**src/rtl/axis_mem_feeder.sv**
```systemverilog
// Memory-to-AXI-Stream source: replays a block of words from a 1-cycle-latency
// synchronous memory, with valid throttling and optional auto-restart.

module axis_mem_feeder #(
  parameter int DATA_W = 64,
  parameter int ADDR_W = 20,
  parameter int LEN_W  = 32,
  parameter int THR_W  = 10
) (
  input  logic              clk,
  input  logic              reset,
  input  logic              start,
  input  logic [ADDR_W-1:0] cfg_base_addr,
  input  logic [LEN_W-1:0]  cfg_length,
  input  logic [THR_W-1:0]  cfg_thr_period,
  input  logic [THR_W-1:0]  cfg_thr_on,
  input  logic              cfg_auto_restart,
  input  logic              restart_evt,
  input  logic              abort,
  output logic              mem_rd_en,
  output logic [ADDR_W-1:0] mem_addr,
  input  logic [DATA_W-1:0] mem_rd_data,
  output logic [DATA_W-1:0] m_axis_tdata,
  output logic              m_axis_tvalid,
  input  logic              m_axis_tready,
  output logic              m_axis_tlast,
  output logic              busy,
  output logic              done,
  output logic [LEN_W-1:0]  beat_cnt
);

  localparam logic [1:0] S_IDLE = 2'd0;
  localparam logic [1:0] S_RUN  = 2'd1;
  localparam logic [1:0] S_WAIT = 2'd2;

  logic [1:0]        state;
  logic [ADDR_W-1:0] base_q;
  logic [LEN_W-1:0]  len_q;
  logic [THR_W-1:0]  per_q;
  logic [THR_W-1:0]  on_q;
  logic              auto_q;
  logic [LEN_W-1:0]  issued;
  logic [THR_W-1:0]  phase;
  logic              mem_last;
  logic              rd_valid;
  logic              rd_last;

  logic [DATA_W-1:0] fifo_data [4];
  logic              fifo_last [4];
  logic [1:0]        wr_ptr;
  logic [1:0]        rd_ptr;
  logic [2:0]        fifo_cnt;

  logic              start_ok, rerun, zero_len, launch;
  logic [ADDR_W-1:0] l_base;
  logic [LEN_W-1:0]  l_len;
  logic              hs, final_hs, gate, fifo_empty, load, load_fifo, push, can_issue;
  logic [2:0]        cnt_nxt;

  // NOTE: every signal gets a default at the top of always_comb so no path leaves it unassigned (no latch).
  always_comb begin
    start_ok   = start && !abort && (state == S_IDLE || state == S_WAIT);
    rerun      = restart_evt && !start && !abort && (state == S_WAIT);
    zero_len   = start_ok && (cfg_length == '0);
    launch     = (start_ok && !zero_len) || rerun;
    l_base     = start_ok ? cfg_base_addr : base_q;
    l_len      = start_ok ? cfg_length : len_q;

    hs         = m_axis_tvalid && m_axis_tready;
    final_hs   = hs && m_axis_tlast;
    gate       = (per_q == '0) || (phase < on_q);
    fifo_empty = (fifo_cnt == 3'd0);
    // Output register refills from the FIFO head, or straight from memory when the FIFO is empty.
    load       = (state == S_RUN) && (!m_axis_tvalid || hs) && gate && (!fifo_empty || rd_valid);
    load_fifo  = load && !fifo_empty;
    push       = rd_valid && !(load && fifo_empty);
    cnt_nxt    = fifo_cnt + {2'b00, push} - {2'b00, load_fifo};
    // Credit check: FIFO occupancy plus reads still in the memory pipeline never exceeds 4.
    can_issue  = (state == S_RUN) && (issued < len_q) &&
                 (({1'b0, cnt_nxt} + {3'b000, mem_rd_en}) < 4'd4);
  end

  // NOTE: FIFO storage has no reset; pointers and count alone define which entries are valid.
  always_ff @(posedge clk) begin
    if (push) begin
      fifo_data[wr_ptr] <= mem_rd_data;
      fifo_last[wr_ptr] <= rd_last;
    end
  end

  // NOTE: sequential state uses non-blocking assignments; later assignments in this block win.
  always_ff @(posedge clk or posedge reset) begin
    if (reset) begin
      state         <= S_IDLE;
      base_q        <= '0;
      len_q         <= '0;
      per_q         <= '0;
      on_q          <= '0;
      auto_q        <= 1'b0;
      issued        <= '0;
      phase         <= '0;
      mem_last      <= 1'b0;
      rd_valid      <= 1'b0;
      rd_last       <= 1'b0;
      wr_ptr        <= '0;
      rd_ptr        <= '0;
      fifo_cnt      <= '0;
      mem_rd_en     <= 1'b0;
      mem_addr      <= '0;
      m_axis_tdata  <= '0;
      m_axis_tvalid <= 1'b0;
      m_axis_tlast  <= 1'b0;
      busy          <= 1'b0;
      done          <= 1'b0;
      beat_cnt      <= '0;
    end else begin
      done     <= 1'b0;
      rd_valid <= mem_rd_en;
      rd_last  <= mem_last;

      if (abort) begin
        state         <= S_IDLE;
        busy          <= 1'b0;
        mem_rd_en     <= 1'b0;
        rd_valid      <= 1'b0;
        m_axis_tvalid <= 1'b0;
        m_axis_tlast  <= 1'b0;
        wr_ptr        <= '0;
        rd_ptr        <= '0;
        fifo_cnt      <= '0;
      end else begin
        if (push)      wr_ptr <= wr_ptr + 2'd1;
        if (load_fifo) rd_ptr <= rd_ptr + 2'd1;
        fifo_cnt <= cnt_nxt;

        if (load) begin
          m_axis_tvalid <= 1'b1;
          m_axis_tdata  <= fifo_empty ? mem_rd_data : fifo_data[rd_ptr];
          m_axis_tlast  <= fifo_empty ? rd_last : fifo_last[rd_ptr];
        end else if (hs) begin
          m_axis_tvalid <= 1'b0;
          m_axis_tlast  <= 1'b0;
        end
        if (hs) beat_cnt <= beat_cnt + LEN_W'(1);

        if (state == S_RUN && per_q != '0)
          phase <= (phase == per_q - THR_W'(1)) ? '0 : phase + THR_W'(1);

        mem_rd_en <= 1'b0;
        if (can_issue) begin
          mem_rd_en <= 1'b1;
          mem_addr  <= mem_addr + ADDR_W'(1);
          issued    <= issued + LEN_W'(1);
          mem_last  <= (issued == len_q - LEN_W'(1));
        end

        if (state == S_RUN && final_hs) begin
          done  <= 1'b1;
          busy  <= 1'b0;
          state <= auto_q ? S_WAIT : S_IDLE;
        end

        if (start_ok) begin
          base_q <= cfg_base_addr;
          len_q  <= cfg_length;
          per_q  <= cfg_thr_period;
          on_q   <= (cfg_thr_on == '0) ? THR_W'(1) : cfg_thr_on;
          auto_q <= cfg_auto_restart;
        end
        if (zero_len) begin
          done  <= 1'b1;
          state <= S_IDLE;
        end

        // Launch issues the first read on the launch edge itself.
        if (launch) begin
          state     <= S_RUN;
          busy      <= 1'b1;
          mem_rd_en <= 1'b1;
          mem_addr  <= l_base;
          issued    <= LEN_W'(1);
          mem_last  <= (l_len == LEN_W'(1));
          beat_cnt  <= '0;
          phase     <= '0;
        end
      end
    end
  end

endmodule

```
**config.mk**
```make
export PLATFORM = sky130hd
export DESIGN_NAME = axis_mem_feeder
export DESIGN_NICKNAME = d
export VERILOG_FILES = /design/src/rtl/axis_mem_feeder.sv
export SDC_FILE = /design/constraint.sdc
export NUM_CORES = 1
export LEC_CHECK = 0
export CAP_MARGIN = 40
export CORE_ASPECT_RATIO = 1.1
export CORE_MARGIN = 4
export CORE_UTILIZATION = 54
export DETAILED_ROUTE_END_ITERATION = 10
export PLACE_DENSITY_LB_ADDON = 0.2
export RECOVER_POWER = 25
export SYNTH_ARGS = -nofsm -noshare
export SYNTH_HDL_FRONTEND = slang
export SYNTH_SLANG_ARGS = --single-unit
```
**constraint.sdc**
```tcl
create_clock -name clk -period 13.5 [get_ports clk]
set_clock_uncertainty 0.1 [all_clocks]
set_input_delay 1.35 -clock clk [delete_from_list [all_inputs] [get_ports clk]]
set_output_delay 1.35 -clock clk [all_outputs]
set_load 0.02 [all_outputs]
```
==> impl_metrics.yaml, run 1 <==
worst_hold_path:
  hold_path_end: "rd_last"
  hold_class: "register to register"
  worstHoldStart: "mem_last"
  hold_depth: 0
setup_path:
  critPathMostFrequentCell: "inv_1"
  path_cells: "clkdlybuf4s50_1 -> nand2b_1 -> and3b_1 -> a21boi_0 -> o21ai_0 -> nor2_1 -> ha_1 -> inv_1 -> ha_1 -> inv_1 -> fa_1 -> inv_1 -> a311oi_1 -> and3_1 -> o31a_2 -> o211a_1 -> nand4_1 -> or4_1 -> a21oi_1"
  reg2reg_to: "issued[31]"
  crit_path_max_fanout: 20
  crit_slowest_cell: "or4_1"
  crit_type: "primary input to register"
  start_kind: "primary input"
  slowest_delay_ns: 0.69
  worstSetupEndpointType: "register"
  r2r_start: "phase[6]"
  worst_ep_required_time_ns: 13.93
  reg2reg_depth: 21
  cp.arrival_ns: 6.30
  reg2reg_slack_ns: 7.64
global_route:
  grt_pass1_wl_um: 90200
  antenna_found_initial: 2
  grt_usage: 0.245
  gr-total-overflow: 0
  grt_max_degree: 85
  grt_pass1_vias: 16500
detailed_routing:
  drcViolationCount: 0
  wl_um: 56700
  drtAntennaViolNets: 0
  wl_met3_um: 3930
  drt_iter0_markers: 1100
  top_layer: "met5"
  wl_met1_um: 23100
  viasPerCell: 5.82
  wl_met2_um: 28500
  wl_per_cell_um: 20.2
  drt-pass1-iter-count: 5
  vias: 16300
yosys:
  synth_flop_cell: "edfxtp_1"
  synth_nets: 2148
  synth-compound-area-share: 0.0800
  ys_async_sr_fraction: 0.488
  synth_area_mm2: 0.0231
  synth_area_per_cell_um2: 11.9
  synth_top_area_frac: 0.338
  yosys.area_share.simple: 0.148
  yosys.area.top_type: "edfxtp_1"
  synth_xor_xnor_area_share: 0.0398
  synth_cell_types: 70
  yosys_warnings: 0
  synth.area.top_cells: "edfxtp_1 34%, dfrtp_1 27%, mux4_2 6.3%"
  synth_commonest_cells: "334 x nand2_1, 260 x edfxtp_1, 248 x dfrtp_1"
  synth_cells: 1950
  synth_seq_area_share: 0.606
  synth_fa_ha_area_frac: 0.0301
  synthMostInstantiatedCell: "nand2_1"
  synthMuxAreaShare: 0.0683
  synth_top_family_by_area: "simple AND/OR/NAND/NOR gates"
  synth_seq_cells: 508
  synth_edf_count: 260
cts:
  cts_tree: "done"
  cts.sinks: 508
  cts_root_buf: "clkbuf_16"
  path_clk_slew_ns: 0.06
  post_cts_buffers: 0
  clockBufferDepth: 3
  cts_inserted_buffers: 50
  cts_hold_buffers: 0
  cts_resized: 0
  htreeDepth: 2
  insertion_delay_ns: 0.60
floorplanning:
  fp.dieW_um: 205
  rows: 79
  dieArea_mm2: 0.0462
  io_pins: 264
  core_mm2: 0.0423
  die_h_um: 225
  initial_utilization: 0.547
timing:
  period_needed_ns: 5.87
  maxSlewHeadroom: -0.865
  setup_viol: 0
  setup_tns_ns: 0
  drv_slew: 61
  fin_hold_ws_ns: 0.321
  grt_setup_unrepaired: "no"
  finalHoldViolCount: 0
  max_freq_ghz: 0.170
  period_share: 0.435
  worstMarginPinSlew_ns: 2.78
  fin_ws_ns: 7.63
layout:
  nNetsFinal: 2395
  fin_cells: 2806
  drive_gt1_frac: 0.0894
  final_core_util: 0.667
  area_delta_synth_final_pct: 22.0
outcome:
  failed_checks: "capacitance limit, slew limit"
  status: "complete, but fails checks"
power:
  ir_drop_mv: 0.125
  power_density_mw_per_mm2: 167
  leakagePower_uw: 0.0109
placed_design:
  pre_cts_ws_ns: 7.05
  numPortBuffers: 263
  placed_cells: 2712
  gp_congestion: 0.915
  place_hpwl_um: 37400
run:
  cap_violations: 1
[kinds of logic (layout without fill, tap and decap cells)]
group / after synthesis / after routing
flops: 508 / 508
xor+xnor: 105 / 105
fa+ha+maj: 55 / 55
buf+inv: 165 / 453
compound gates: 289 / 289
simple gates: 752 / 752
other cells: 0 / 1
mux: 76 / 76
[flip-flops by register name, indices dropped and copies added (netlist names), 2 cells and up]
name,cells
fifo_last,4
beat_cnt,32
fifo_cnt,3
fifo_data,256
phase,10
len_q,32
wr_ptr,2
on_q,10
base_q,20
issued,32
state,2
m_axis_tdata,64
per_q,10
rd_ptr,2
mem_addr,20
[routing by layer]
| metal | up-vias | GRT usage |
|---|---|---|
| met2 | 504 | 0.416 |
| met5 | - | 0 |
| met1 | 8136 | 0.326 |
| li1 | 7601 | - |
| met3 | 87 | 0.0482 |
| met4 | 2 | 0.0659 |
[critical path: cells and delay by family]
| family | cells | cell delay [ns] |
|---|---|---|
| and+or+nand+nor | 6 | 1.92 |
| buffers and inverters | 4 | 0.67 |
| adders and majority gates | 3 | 0.87 |
| AOI/OAI and AO/OA | 6 | 1.49 |
[cell type report]
class | count | area, um^2
sequential | 508 | 14000
clock buffer | 73 | 1440
fill | 3177 | 14100
tap | 567 | 709
timing repair buffer | 288 | 2980
multi-input combinational | 1277 | 8530
clock inverter | 20 | 265
antenna | 1 | 2.50
inverter | 72 | 272
[stage by stage]
stage	area [um^2]	total power (uW)
after floorplan	23100	2750
after global placement	26300	3240
after detailed placement	26500	3300
after CTS	28200	4760
final	28200	4710
after global routing	28200	4940
[worst max path at each step]
stage                        from          to  slack [ns]  cells after the start
floorplan                   reset      auto_q        5.24                      1
global placement    m_axis_tready  issued[31]        7.30                     19
detailed placement  m_axis_tready  issued[31]        7.05                     19
CTS                 m_axis_tready  issued[31]        7.68                     19
global route             phase[1]  issued[31]        7.11                     21
finish              m_axis_tready  issued[31]        7.63                     19
[where the power goes]
group | total [uW] | internal, uW | switching [uW] | leakage, uW
Combinational | 1240 | 536 | 707 | 0.00461
Sequential | 2030 | 1860 | 168 | 0.00548
Clock | 1440 | 841 | 600 | 0.000832
Total | 4710 | 3240 | 1470 | 0.0109
[cell usage in the layout, fill, tap and decap left out, types with 54 or more instances in the layout]
cell / count
a31oi_1: 70
clkdlybuf4s50_1: 204
dfrtp_1: 246
dlygate4sd3_1: 59
edfxtp_1: 260
ha_1: 54
inv_1: 71
mux4_2: 65
nand2_1: 334
nor2_1: 166
o21ai_0: 75
xnor2_1: 55
Power figures use the tool's default switching activity.
==> run 2, diff against run 1 <==
--- a/config.mk
+++ b/config.mk
@@ -8,7 +8,7 @@
 export CAP_MARGIN = 40
 export CORE_ASPECT_RATIO = 1.1
 export CORE_MARGIN = 4
-export CORE_UTILIZATION = 54
+export CORE_UTILIZATION = 51
 export DETAILED_ROUTE_END_ITERATION = 10
 export PLACE_DENSITY_LB_ADDON = 0.2
 export RECOVER_POWER = 25
==> constraint.sdc (replaced) <==
create_clock -name clk -period 4.85 [get_ports clk]
set_clock_uncertainty 0.1 [all_clocks]
set_input_delay 0.485 -clock clk [delete_from_list [all_inputs] [get_ports clk]]
set_output_delay 0.485 -clock clk [all_outputs]
set_load 0.02 [all_outputs]
==> run 2 against run 1 <==
  * The run still ends with capacitance limit, slew limit left
  * Hold slack lost 0.0045 ns
  * Largest power group unchanged
  * Total power grew to 2.8 times the previous value
  * Routed wire length grew 1.1%
  * Flip-flop and latch count did not move
  * Sequential power grew to 2.8 times the previous value
  * Critical endpoint is now issued[27]
  * Clock power rose to 2.8 times the previous value
  * Global-route usage is 0.98 points lower
  * Highest routed layer is now met4
==> impl_metrics.yaml, run 2 (synthesis results as in run 1) <==
power:
  pwr-share-clk: 0.309
  p_sw_frac: 0.309
  switchingPower_uw: 4090
  leakagePower_uw: 0.0111
  intPower_uw: 9150
  seq_power_share: 0.424
  ir_drop_mv: 0.317
  power_density_mw_per_mm2: 463
  p_comb_frac: 0.267
timing:
  setup_tns_ns: 0
  setup_viol: 0
  worstMarginPinSlew_ns: 1.61
  fin_ws_ns: 0.297
  finalHoldViolCount: 0
  drv_slew: 26
  period_needed_ns: 4.55
  fin_hold_ws_ns: 0.317
  max_freq_ghz: 0.220
  period_share: 0.939
  maxSlewHeadroom: -0.0761
setup_path:
  cp.arrival_ns: 4.98
  crit_slowest_cell: "fa_1"
  critPathMostFrequentCell: "inv_1"
  slowest_delay_ns: 0.50
  crit_type: "register to register"
  worstSetupEndpointType: "register"
  start_kind: "register"
  crit_path_max_fanout: 8
  worst_ep_required_time_ns: 5.28
  path_cells: "inv_1 -> ha_1 -> a21o_1 -> a21o_1 -> a21oi_2 -> o2111ai_2 -> buf_4 -> a21o_1 -> inv_1 -> ha_1 -> inv_1 -> ha_1 -> inv_1 -> fa_1 -> inv_1 -> a311oi_2 -> and3_1 -> o31a_2 -> o211a_4 -> nand4_1 -> buf_6 -> or4_1 -> nand2_1"
cts:
  clockBufferDepth: 3
  htreeDepth: 2
  insertion_delay_ns: 0.60
  cts_root_buf: "clkbuf_16"
  cts.sinks: 508
  cts_tree: "done"
  cts_inserted_buffers: 51
  path_clk_slew_ns: 0.06
  cts_hold_buffers: 0
layout:
  area_delta_synth_final_pct: 23.7
  largest_register_ffs: 256
  most-common-layout-cells: "334 x nand2_1, 260 x edfxtp_1, 246 x dfrtp_1"
  fin_cells: 2855
  final_common_cell: "nand2_1"
  largest_registers: "fifo_data: 256 flops, m_axis_tdata: 64 flops"
  drive_gt1_frac: 0.108
  nNetsFinal: 2430
  largest-register: "fifo_data"
global_route:
  grt_max_degree: 129
  grt_pass1_vias: 16900
  gr-total-overflow: 0
  grt_pass1_wl_um: 92100
  grt_usage: 0.235
  antenna_found_initial: 1
worst_hold_path:
  hold_class: "register to register"
floorplanning:
  initial_utilization: 0.517
  core_mm2: 0.0447
  fp.dieW_um: 211
  io_pins: 264
  rows: 81
  dieArea_mm2: 0.0488
  die_h_um: 231
detailed_routing:
  drt-pass1-iter-count: 8
  drtAntennaViolNets: 0
  drt_iter0_markers: 987
  wl_per_cell_um: 20.1
  drcViolationCount: 0
  vias: 16400
  wl_um: 57400
  viasPerCell: 5.74
placed_design:
  pre_cts_ws_ns: -0.0993
  placed_cells: 2751
  gp_congestion: 0.904
  place_hpwl_um: 37800
  numPortBuffers: 263
run:
  cap_violations: 1
outcome:
  status: "complete, but fails checks"
  failed_checks: "capacitance limit, slew limit"
## run 2: power groups by stage
stage	Combinational, uW	Clock (uW)	Sequential [uW]
after CTS	3560	4180	5620
after global routing	3870	4360	5700
after detailed placement	3530	0	5700
final	3530	4080	5620
after floorplan	1660	0	6000
after global placement	3410	0	5690
## run 2: critical path, delay by kind of cell (launching register included)
kind / cells / cell delay [ns]
adders and majority gates: 4 / 1.09
buffers and inverters: 7 / 0.70
DFF: 1 / 0.35
and+or+nand+nor: 4 / 0.89
AOI/OAI and AO/OA: 8 / 1.36
## run 2: cell type report
| type | instances | area [um^2] |
|---|---|---|
| Sequential cell | 508 | 14000 |
| Inverter | 72 | 272 |
| Tap cell | 581 | 727 |
| Antenna cell | 1 | 2.50 |
| Timing Repair Buffer | 322 | 3220 |
| Clock inverter | 23 | 338 |
| Fill cell | 3439 | 16100 |
| Clock buffer | 71 | 1420 |
| Multi-Input combinational cell | 1277 | 8590 |
## run 2: path summary, 6_finish.rpt
kind	slack, ns	depth (start not counted)	from	endpoint
worst max register to register	0.30	23	on_q[1]	issued[27]
max in group asynchronous	2.79	3	reset	m_axis_tdata[54]
worst min register to register	0.32	0	mem_last	rd_last
worst max-delay path	0.30	23	on_q[1]	issued[27]
min in group asynchronous	0.63	2	reset	m_axis_tdata[0]
worst min-delay path	0.32	0	mem_last	rd_last
## run 2: what timing repair did
item | in CTS | in global routing
setup buffers | 1 | 6
gates resized for setup | 3 | 13
endpoints found under the setup margin | 12 | 45
endpoints found under the hold margin | 0 | 0
gates cloned | 0 | 1
pin swaps | 1 | 8
## run 2: per-layer routing
layer | global-route usage | share of wire | vias up
met5 | 0 | 0 | -
met4 | 0.0586 | 0.022 | 0
met3 | 0.0500 | 0.067 | 95
met2 | 0.392 | 0.49 | 493
met1 | 0.317 | 0.42 | 8135
li1 | - | - | 7676
## run 2: per-stage QoR
stage               area (um^2)  total power (uW)   util
floorplan                 23100              7660      -
global placement          26600              9090  0.594
detailed placement        26700              9220  0.598
CTS                       28500             13400  0.637
global route              28600             13900  0.640
finish                    28600             13200  0.640
==> patch: new RTL, settings of run 2 <==
Change the parameter `DATA_W` from 64 to 56.
--- a/src/rtl/axis_mem_feeder.sv
+++ b/src/rtl/axis_mem_feeder.sv
@@ -4,3 +4,3 @@
 module axis_mem_feeder #(
-  parameter int DATA_W = 64,
+  parameter int DATA_W = 56,
   parameter int ADDR_W = 20,
Ports: changed (resized m_axis_tdata and mem_rd_data); port bits go from 264 to 248. The function was not compared with the original's and may differ.
==> patch against run 2 <==
The flow still finishes with violations (capacitance limit, slew limit). Synthesized area shrank 4.8%. Worst setup slack lost 0.074 ns. Design area decreased by 5.3%. Total power decreased by 4.1%. Sequential cell count down 40. Highest routed layer unchanged. Core utilization down 0.26 points. Wire length decreased by 6.4%. Largest cell class unchanged. Maximum frequency down 1.6%. Combinational power is 2% higher. Final cell count decreased by 6.0%.
==> patch: results (changes against run 2) <==
- Run status: complete, but fails checks (unchanged).
- Failing checks: capacitance limit, slew limit (unchanged).
- The sequential share of cell area is 0.475 (was 0.490).
- The number of port buffers is 247 (was 263).
- The DRC marker count from the first detailed-route iteration was 966 (was 987).
- The data-path buffer share of cell area in the final layout is 0.109 (was 0.113).
- Leading post-synthesis cells by cell area: sky130_fd_sc_hd__edfxtp_1, sky130_fd_sc_hd__dfrtp_1, sky130_fd_sc_hd__mux4_2 (unchanged).
- The total wire length after detailed routing is 53700 um (was 57400 um).
- The end point of the critical path is issued[16] (was issued[27]).
- The count of non-CTS inverters in the layout is 66 (was 72).
- The pin count of the biggest net entering global routing is 113 (was 129).
- The number of buffers created by CTS is 48 (was 51).
- The fraction of standard cell area in multi-input logic is 0.318 (was 0.300).
- The maximum vdd ir drop is 0.377 mV (was 0.317 mV).
- The detailed-placement wirelength estimate is 36200 um (was 37800 um).
- The total iterations of the first detailed-routing run was 4 (was 8).
- The startpoint of the most critical setup path is phase[7] (was on_q[1]).
- The setup slack at placement is -0.0701 ns (was -0.0993 ns).
- The number of vias in the routed layout is 15473 (was 16399).
- The endpoint of the lowest-slack register-to-register path is issued[16] (was issued[27]).
- The worst hold-check slack is 0.377 ns (was 0.317 ns).
- The met1 usage is 0.304 (was 0.317).
- The max-cap violation count is 2 (was 1).
- The static leakage came to 10.2 nW (was 11.1 nW).
- The number of cell instances on the worst register-to-register path is 19 (was 23).
- The total count of max-transition violations in the final report is 185 (was 26).
==> patch: repair_timing <==
item	4_1_cts	5_1_grt
pin swaps	0	6
gates resized for setup	4	12
setup endpoints to repair	7	44
buffers inserted	2	5
==> patch: cells by family (layout without fill, tap and decap cells) <==
logic type      after synthesis  count (layout)  share of synthesized area
xor+xnor                    105             105                     0.0418
fa+ha+maj                    55              55                     0.0316
compound gates              232             232                     0.0687
other cells                   0               4                          0
simple gates                659             659                      0.147
mux                         135             135                     0.0973
buf+inv                     162             459                     0.0293
flops                       468             468                      0.584
==> patch: worst max-delay path: cells and delay by family (launching register included) <==
family	cells	cell delay, ns
AO/OA/AOI/OAI	5	0.91
buffers and inverters	3	0.32
adder cells (fa/ha/maj)	4	1.07
flip-flops	1	0.38
AND/OR/NAND/NOR	7	1.78
==> patch: report_power, final <==
part           switching [mW]  total, mW  leakage, nW  internal, mW
logic                    2.00       3.61         4.38          1.61
clock network            1.61       3.89        0.821          2.29
registers               0.487       5.19         5.02          4.71
total                    4.10       12.7         10.2          8.60
